[src/rtl/hb_ram_arbiter.sv]
// Round-robin two-port arbiter and strobe sequencer for the Hummingbird work RAM.
// Define HB_ARB_LOCK_EN to allow a requester to chain locked back-to-back accesses.
module hb_ram_arbiter #(
    parameter int ACCESS_CYCLES = 2,
    parameter int MAX_LOCK      = 16
) (
    input  logic        clk,
    input  logic        rst,
    input  logic        req0,
    input  logic        req1,
    input  logic        we0,
    input  logic        we1,
    input  logic [11:0] addr0,
    input  logic [11:0] addr1,
    input  logic [7:0]  wdata0,
    input  logic [7:0]  wdata1,
    input  logic        lock0,
    input  logic        lock1,
    output logic        gnt0,
    output logic        gnt1,
    output logic        ack0,
    output logic        ack1,
    output logic [7:0]  rdata,
    output logic [11:0] ram_a,
    output logic        ram_ce_b,
    output logic        ram_we_b,
    output logic [7:0]  ram_d_o,
    output logic        ram_d_oe,
    input  logic [7:0]  ram_d_i
);

    typedef enum logic [1:0] {IDLE, SETUP, ACCESS, DONE} state_t;

    localparam logic [3:0] CNT_LOAD = 4'(ACCESS_CYCLES - 1);

    state_t     state, state_next;
    logic       sel, sel_next;
    logic       last;
    logic       we_q;
    logic [3:0] cnt;
    logic       latch;
    logic       chain;

`ifdef HB_ARB_LOCK_EN
    localparam int LW = $clog2(MAX_LOCK + 1);
    logic [LW-1:0] lock_cnt;

    // lock_cnt counts accesses already finished in this run, so a run is capped at MAX_LOCK.
    always_comb begin
        chain = 1'b0;
        if ((sel ? (lock1 && req1) : (lock0 && req0)) && (int'(lock_cnt) + 1 < MAX_LOCK))
            chain = 1'b1;
    end
`else
    logic unused_lock;
    assign unused_lock = lock0 ^ lock1 ^ (MAX_LOCK == 0);
    assign chain       = 1'b0;
`endif

    always_comb begin
        state_next = state;
        sel_next   = sel;
        latch      = 1'b0;
        case (state)
            IDLE: begin
                if (req0 || req1) begin
                    state_next = SETUP;
                    latch      = 1'b1;
                    if (req0 && req1)
                        sel_next = ~last;
                    else
                        sel_next = req1;
                end
            end
            SETUP:  state_next = ACCESS;
            ACCESS: begin
                if (cnt == 4'd0)
                    state_next = DONE;
            end
            DONE: begin
                state_next = IDLE;
                if (chain) begin
                    state_next = SETUP;
                    latch      = 1'b1;
                end
            end
            default: state_next = IDLE;
        endcase

        gnt0     = (state != IDLE) && !sel;
        gnt1     = (state != IDLE) && sel;
        ack0     = (state == DONE) && !sel;
        ack1     = (state == DONE) && sel;
        ram_ce_b = !((state == SETUP) || (state == ACCESS));
        ram_we_b = !((state == ACCESS) && we_q);
        // Data keeps driving through DONE so the write has hold time after WE rises.
        ram_d_oe = (state != IDLE) && we_q;
    end

    always_ff @(posedge clk) begin
        if (rst) begin
            state   <= IDLE;
            sel     <= 1'b0;
            last    <= 1'b1;
            we_q    <= 1'b0;
            cnt     <= 4'd0;
            ram_a   <= 12'd0;
            ram_d_o <= 8'd0;
            rdata   <= 8'd0;
        end else begin
            state <= state_next;
            sel   <= sel_next;
            if (latch) begin
                ram_a   <= sel_next ? addr1 : addr0;
                ram_d_o <= sel_next ? wdata1 : wdata0;
                we_q    <= sel_next ? we1 : we0;
            end
            if (state == SETUP)
                cnt <= CNT_LOAD;
            else if ((state == ACCESS) && (cnt != 4'd0))
                cnt <= cnt - 4'd1;
            if ((state == ACCESS) && (cnt == 4'd0) && !we_q)
                rdata <= ram_d_i;
            if (state == DONE)
                last <= sel;
        end
    end

`ifdef HB_ARB_LOCK_EN
    always_ff @(posedge clk) begin
        if (rst)
            lock_cnt <= '0;
        else if (state == IDLE)
            lock_cnt <= '0;
        else if (state == DONE)
            lock_cnt <= lock_cnt + LW'(1);
    end
`endif

endmodule

[config.mk]
export PLATFORM = sky130hd
export DESIGN_NAME = hb_ram_arbiter
export DESIGN_NICKNAME = d
export VERILOG_FILES = /design/src/rtl/hb_ram_arbiter.sv
export SDC_FILE = /design/constraint.sdc
export NUM_CORES = 1
export LEC_CHECK = 0
export CORE_ASPECT_RATIO = 1.25
export CORE_MARGIN = 2
export CORE_UTILIZATION = 60
export DETAILED_ROUTE_END_ITERATION = 7
export DONT_BUFFER_PORTS = 1
export PLACE_DENSITY = 0.8
export SLEW_MARGIN = 20
export SYNTH_ARGS = -nofsm -noshare
export SYNTH_HDL_FRONTEND = slang
export SYNTH_SLANG_ARGS = --single-unit
[constraint.sdc]
create_clock -name clk -period 4 [get_ports clk]
set_input_delay 1.2 -clock clk [delete_from_list [all_inputs] [get_ports clk]]
set_output_delay 1.2 -clock clk [all_outputs]
set_load 0.03 [all_outputs]
== After elaboration in Yosys (flattened, before gate mapping) ==
Cells that the tools add are included.

* Input port bits: 56
* Memories: 0
* ROM bits: 0
* Flip-flop bits (word level): 37
* Logic and storage cells: 52
* Bits in latches: 0
* Output and inout bits: 35
* Memory bits (writable): 0

* Reduce and logical (&&, ||, !) cells: 23
* Mux-type cells: 13
* Divide/modulo/power cells: 0
* Add/subtract/negate cells: 1
* Multiply operators: 0
* Shift operators: 0
* Magnitude comparators: 0
* Equality and inequality tests: 5
* Bitwise operators: 1

{| class="wikitable"
|+ Operator list
! cell !! number
|-
| 12-bit two-way mux || 1
|-
| 1-bit logical AND || 10
|-
| 1-bit two-way mux || 8
|-
| 8-bit two-way mux || 1
|-
| 2-bit case mux with 4 select lines || 1
|-
| 2-bit == test (second input constant) || 2
|-
| 1-bit zero test || 4
|-
| 4-bit zero test || 1
|-
| 2-bit two-way mux || 2
|-
| 2-bit inequality test (second input constant) || 2
|-
| 2-bit nonzero test || 2
|-
| 4-bit nonzero test || 1
|-
| 4-bit by 1-bit subtractor with 4-bit output (second input constant) || 1
|-
| 2-bit by 1-bit == test with 1-bit output (second input constant) || 1
|-
| 2-bit zero test || 1
|-
| 1-bit logical OR || 2
|-
| 2-bit AND reduction || 1
|-
| 2-bit OR reduction || 1
|-
| 1-bit inverter || 1
|}

== Logic depth before layout (Yosys ltp) ==
Gate-level depths: netlist of run 1.

* Depth in word-level cells: 5
* Mapped depth: 7
* Mapped depth without buffers: 5

== Least setup slack after synthesis of run 1 ==
Ideal clock, no wire load.

* Path type: register -> output
* From: register state[0]
* To: output port gnt1
* Cell stages (with the launch flop): 4
* Setup slack: 1.668 ns
* Required time: 2.800 ns
* Arrival time: 1.132 ns
* Path through: dfxtp_1 -> inv_1 -> ha_1 -> nor2b_1

* Cells in the longest elaborated chain, start to end: 2

{| class="wikitable"
|+ RTL lines
! item !! RTL line !! RTL
|-
| start, declared || 36 || <nowiki>state_t state, state_next;</nowiki>
|-
| start signal, assigned || 111 || <nowiki>state <= state_next;</nowiki>
|-
| 2-bit nonzero test || 91 || <nowiki>gnt1 = (state != IDLE) && sel;</nowiki>
|-
| 1-bit logical AND || 91 ||
|-
| end, declared || 20 || <nowiki>output logic gnt1,</nowiki>
|}

Every way passes these cells.

== Worst setup path in the final report of run 1 ==
* From: register state[0]
* To: output port ram_d_oe

* Cells in the longest elaborated chain, start to end: 2

{| class="wikitable"
|+ RTL lines
! item !! RTL line !! RTL
|-
| 2-bit nonzero test || 97 || <nowiki>ram_d_oe = (state != IDLE) && we_q;</nowiki>
|-
| 1-bit logical AND || 97 ||
|-
| end, declared || 28 || <nowiki>output logic ram_d_oe,</nowiki>
|}

Every way passes these cells.

==> metrics, run 1 <==
CTS hold repair buffers 0; register bit total from synthesis 37; crit-path cells inv_1 -> ha_1 -> nor2b_1; Rel. slew slack 38.2%; vias per cell 6.55; Synth cell types 34; r2r setup slk about 1.9 ns; RSZ-0062 raised after global routing false; combinational share of power a little over a third; TritonCTS Buffers 5; critical path's slowest cell nor2b_1; Worst Hold Path EP last$_SDFFE_PP1N_; Data required, critical path 2.80 ns; pin count of the biggest net entering global routing 44; Die Y a little under 70 um; CTS tree yes; slew at the pin with the worst max-slew slack 0.927 ns; PwrDens 848 nW/um^2; Port-buffer cells 0; Pint 905 uW; Clk pin slew, worst setup/hold paths 0.07 ns; hold path depth 1; Max Fclk 0.364 GHz; Hold WC Path Type register to register; # DRC 0; Die Footprint around 3800 sq um; slowest stage delay, CP 0.51 ns; n_diodes 0; switching share of total power 47.2%; H-tree depth 2; P_sw 810 uW; clock tree buffer depth 2; commonest non-fill, non-tap cell in the layout dfxtp_1; setup bufs post-CTS 0; sequential share of the synthesized area 37.6%; worst skew pair latency ~0.28 ns; global-route wire length before repair 6580 um; Worst EP arrival 1.55 ns; vias in the first global route 1540; TritonRoute pass-1 iters 4; via count 1579; post-synth top area cell dfxtp_1; Initial Util between 60 and 70%; most frequent cells in the layout dfxtp_1 (37), nor2_1 (28), or3b_1 (22); Clock Sinks 37; Register-to-Register Path Depth 5; clock skew 0.00514 ns; DP HPWL 3130 um; Layout Nets 264; antenna violations before repair 0; cell leakage power 0.000694 uW; fin. max-slew vios 0; minimum clock period 2.75 ns; worst path bufs/invs 1; Die W ~55 um; mapped cell area around 2000 sq um; CP Max Fanout 7; outcome completed; core area 3170 sq um; CTS root buf clkbuf_8; Critical Path Source Type register; syn_nets 278; Synth area leaders dfxtp_1 (38%), a311oi_2 (14%), or3b_1 (9.8%); Critical Path End Type primary output; Synth top area share 37.6%; # resized after CTS 0; fin crit share 68.7%; Final ANT Viol Nets 0; io pins 91; worst vdd ir 0.534 mV; synthesized area per cell 9.07 sq um; Ys Warns 0; Rows 23; worst r2r dst ram_d_o[0]$_SDFFE_PP0P_; Wirelength per Cell 17.8 um; Placer Congestion 0.779; DRT iter0 DRCs 99; layout cell share with drive strength beyond 1 roughly 14%; Syn-to-layout area delta 2.73%; hold slack approximately 0.49 ns; total grt overflow 0; Worst path top cell family by delay simple AND/OR/NAND/NOR gates; hold_sp last$_SDFFE_PP1N_; Finish-stage setup viols 0; Crit Path Class register to primary output; RR Startpoint state[0]$_SDFFE_PP0P_; stages on the worst setup path 3; Mapped Cells 217; MaxCap Viol Count 0; Total GRT Usage 22.7%; Seq pwr share 45.2%; Clk network pwr share 19.1%; Hold Vio Cnt, Final 0; final setup TNS 0 ns; Total Routed Length 4290 um
==> cell usage after synthesis <==
cell / number
nor3_1: 2
or3_1: 2
o211ai_1: 2
xor2_1: 1
mux2i_1: 1
o21ai_1: 21
a311oi_1: 3
nand2_1: 1
buf_2: 3
buf_4: 1
o21a_1: 1
inv_1: 8
and2b_1: 1
nor3b_1: 1
a21oi_1: 8
dfxtp_1: 37
nor2b_1: 3
a211oi_1: 1
o21ai_0: 10
or3b_1: 22
o41ai_1: 1
a211o_1: 1
nand2b_1: 3
clkbuf_1: 13
and3_1: 1
buf_6: 4
a22o_1: 1
nor2_1: 28
nand3_1: 10
a311oi_2: 18
and2_1: 1
ha_1: 5
a31oi_1: 1
nand2_2: 1
==> cells by family after synthesis <==
logic type                 share of synthesized area (%)
buffers and inverters                               7.44
and+or+nand+nor                                     22.6
xor gates and xnor gates                           0.445
adders and majority gates                           3.18
AOI/OAI and AO/OA                                   28.2
muxes                                              0.509
DFF                                                 37.6
==> state kept, by name, summed over array words and instances, names as in the netlist <==
signal   cells
ram_a       12
ram_d_o      8
last         1
state        2
sel          1
rdata        8
cnt          4
we_q         1
==> layer usage <==
layer / GRT usage, % / vias to the layer above / routed length [um]
li1: - / 758 / -
met3: 7.94 / 8 / 318
met4: 13.4 / 0 / 76
met5: 0 / - / 0
met2: 43.2 / 68 / 2360
met1: 21.2 / 745 / 1540
==> stage by stage <==
step | util, % | instances | total power, uW | cell area [sq um] | setup WS, ns
6_report | 63.9 | 241 | 1720 | 2020 | 1.25
3_3_place_gp | 60.0 | 233 | 1340 | 1900 | 1.44
5_1_grt | 63.9 | 241 | 1830 | 2020 | 1.16
4_1_cts | 63.7 | 241 | 1730 | 2020 | 1.25
2_1_floorplan | - | 217 | 1320 | 1970 | 1.67
3_5_place_dp | 60.0 | 233 | 1400 | 1900 | 1.29
==> layout make-up <==
type | count | area [sq um]
Fill cell | 273 | 1140
Multi-Input combinational cell | 151 | 1090
Sequential cell | 37 | 741
Clock buffer | 7 | 86.3
Tap cell | 37 | 46.3
Clock inverter | 1 | 30.0
Inverter | 8 | 30.0
==> worst max-delay path by stage <==
stage / startpoint / endpoint / slack (ns)
after CTS: state[0]$_SDFFE_PP0P_ / ram_d_oe / 1.25
after detailed placement: req1 / ram_a[2]$_SDFFE_PP0P_ / 1.29
final: state[0]$_SDFFE_PP0P_ / ram_d_oe / 1.25
after global placement: req1 / ram_a[5]$_SDFFE_PP0P_ / 1.44
after global routing: state[0]$_SDFFE_PP0P_ / ram_d_oe / 1.16
after floorplan: state[0]$_SDFFE_PP0P_ / gnt1 / 1.67
==> power by group through the flow <==
stage,clock network [uW],logic (uW),registers (uW)
after floorplan,0,566,755
after global placement,0,564,780
after detailed placement,0,612,787
after CTS,335,612,779
after global routing,352,684,792
final,328,611,776
(Power assumes the default switching activity.)
==> run 2, diff against run 1 <==
--- a/config.mk
+++ b/config.mk
@@ -5,6 +5,7 @@
 export SDC_FILE = /design/constraint.sdc
 export NUM_CORES = 1
 export LEC_CHECK = 0
+export ABC_AREA = 1
 export CORE_ASPECT_RATIO = 1.25
 export CORE_MARGIN = 2
 export CORE_UTILIZATION = 60
==> constraint.sdc (replaced) <==
create_clock -name clk -period 2.8 [get_ports clk]
set_input_delay 0.84 -clock clk [delete_from_list [all_inputs] [get_ports clk]]
set_output_delay 0.84 -clock clk [all_outputs]
set_load 0.03 [all_outputs]
==> run 2 against run 1 <==
  * Setup slack worse by 0.89 ns
  * Clock-buffer cell count is 2 lower
  * Total power is 44% higher
  * Combinational power is 44% higher
  * Sequential share of layout area is 1.4 points higher
  * Area after synthesis is 5.6% lower
  * Critical path type unchanged
==> metrics, run 2 <==
post-synth top area cell dfxtp_1; Finish-stage setup viols 0; Mapped Cells 285; Die Y roughly 66 um; fin. max-slew vios 0; worst vdd ir 0.697 mV; Primary FF master, synth dfxtp_1; Pint 1250 uW; RR Startpoint state[1]$_SDFFE_PP0P_; RSZ-0062 raised after global routing false; Die Footprint between 3000 and 4000 sq um; total grt overflow 0; worst skew pair latency 0.34 ns; TritonCTS Buffers 5; CTS hold repair buffers 0; # fillers 278; sequential share of the synthesized area 39.9%; most frequent cells in the layout nand2_1 (59), inv_1 (56), dfxtp_1 (37); worst r2r dst ram_d_o[4]$_SDFFE_PP0P_; Initial Util 63.1%; syn_nets 346; Hold WC Path Type register to register; vias per cell 5.24; hold slack a little under 0.5 ns; TritonRoute pass-1 iters 4; Syn-to-layout area delta 4.92%; Crit Path Class register to primary output; P_sw ~1200 uW; Placer Congestion 0.788; Clk pin slew, worst setup/hold paths 0.11 ns; synthesized area per cell between 6 and 7 sq um; Sequential Area 741 sq um; ys async rst share 0%; DRT iter0 DRCs 58; Die W between 50 and 60 um; setup bufs post-CTS 0; switching share of total power 49.4%; register bit total from synthesis 37; worst setup path startpoint state[1]$_SDFFE_PP0P_; largest registers ram_a x12, ram_d_o x8, rdata x8; Register-to-Register Path Depth 7; Rel. slew slack 46.5%; Clk network pwr share 18.4%; Rows 22; Total Routed Length between 3000 and 4000 um; Wirelength per Cell 12.0 um; Critical Path End Type primary output; leading cell types by count after synthesis nand2_1 (59), inv_1 (56), dfxtp_1 (37); hold path depth 2; fin crit share approximately 87%; Synth cell types 20; # resized after CTS 0; MaxCap Viol Count 0; minimum clock period roughly 2.4 ns; slew at the pin with the worst max-slew slack 0.802 ns; Final ANT Viol Nets 0; Critical Path Source Type register; cell with the most instances after synthesis nand2_1; commonest non-fill, non-tap cell in the layout nand2_1; Post-synth EDFFs 0; Total GRT Usage 23.4%; Data required, critical path between 1.5 and 2 ns; antenna violations before repair 0; CP Max Fanout 7; # DRC 0; Synth area leaders dfxtp_1 (40%), nand2_1 (12%), inv_1 (11%); combinational share of power 35.4%; Max Fclk 0.411 GHz; CTS root buf clkbuf_4; Worst Setup EP ram_d_oe; final setup TNS 0 ns; global-route wire length before repair 6230 um; vias in the first global route 1447; mapped cell area 1860 sq um; r2r setup slk 0.92 ns; layout cell share with drive strength beyond 1 4.63%; Cell Area, Placed 1850 sq um; n_diodes 0; CTS tree yes; via count 1662; Ys Warns 0; H-tree depth 2; io pins a little over 90; largest reg by FF count ram_a; Power Total 2480 uW; multi-input logic area 836 sq um; core area around 3000 sq um; pin count of the biggest net entering global routing 43; cell leakage power 0.00105 uW; outcome completed; Synth top area share around 40%; max reg flops 12; Worst EP arrival 1.59 ns; Clock Sinks 37; Hold Vio Cnt, Final 0; Layout Nets 341; clock tree buffer depth 2; Seq pwr share 46.2%; clock skew 0.00538 ns; Port-buffer cells 0; PwrDens 1270 nW/um^2; post-route design area 1950 sq um; DP HPWL roughly 2700 um
-- run 2: cells by family (layout without fill, tap and decap cells) --
logic type | count (synthesis) | after routing | synth area share [%]
buffers and inverters | 71 | 67 | 15.2
adder cells (fa/ha/maj) | 5 | 5 | 3.37
flip-flops | 37 | 37 | 39.9
AO/OA/AOI/OAI | 60 | 60 | 16.7
AND/OR/NAND/NOR | 112 | 112 | 24.9
-- run 2: power groups by stage --
| stage | sequential (uW) | clock (uW) | combinational [uW] |
|---|---|---|---|
| 4_1_cts | 1140 | 465 | 888 |
| 6_report | 1140 | 455 | 877 |
| 3_3_place_gp | 1150 | 0 | 864 |
| 2_1_floorplan | 1120 | 0 | 781 |
| 5_1_grt | 1170 | 491 | 1030 |
| 3_5_place_dp | 1150 | 0 | 886 |
-- run 2: per-stage QoR --
step | instances | setup slack [ns] | util, %
4_1_cts | 317 | 0.343 | 66.2
5_1_grt | 317 | 0.251 | 66.2
3_5_place_dp | 309 | 0.736 | 62.7
3_3_place_gp | 309 | 0.774 | 62.7
2_1_floorplan | 285 | 0.846 | -
6_report | 317 | 0.366 | 66.2
-- run 2: worst min path at each step --
stage | slack, ns | end | startpoint
after detailed placement | 0.47 | cnt[0]$_SDFFE_PP0P_ | cnt[0]$_SDFFE_PP0P_
after floorplan | 0.44 | cnt[0]$_SDFFE_PP0P_ | cnt[0]$_SDFFE_PP0P_
final | 0.49 | cnt[0]$_SDFFE_PP0P_ | cnt[0]$_SDFFE_PP0P_
after global routing | 0.50 | cnt[0]$_SDFFE_PP0P_ | cnt[0]$_SDFFE_PP0P_
after global placement | 0.46 | cnt[0]$_SDFFE_PP0P_ | cnt[0]$_SDFFE_PP0P_
after CTS | 0.49 | cnt[0]$_SDFFE_PP0P_ | cnt[0]$_SDFFE_PP0P_
-- run 2: per-layer routing --
layer / GRT usage (%) / wire length (um)
met1: 27.5 / 1610
met2: 38.9 / 1790
met3: 7.92 / 356
met4: 7.69 / 52
met5: 0 / 0
-- run 2: cell type report --
type	count	share of cell area, %
Tap cell	36	2.31
Clock inverter	3	3.34
Clock buffer	5	1.93
Inverter	58	11.2
Multi-Input combinational cell	177	42.9
Sequential cell	37	38.0
Timing Repair Buffer	1	0.385
-- run 2: critical path, cell delays in order (launching register included) --
cell and delay [ns]:
dfxtp_1 0.40, inv_1 0.09, ha_1 0.29, nor2_1 0.48
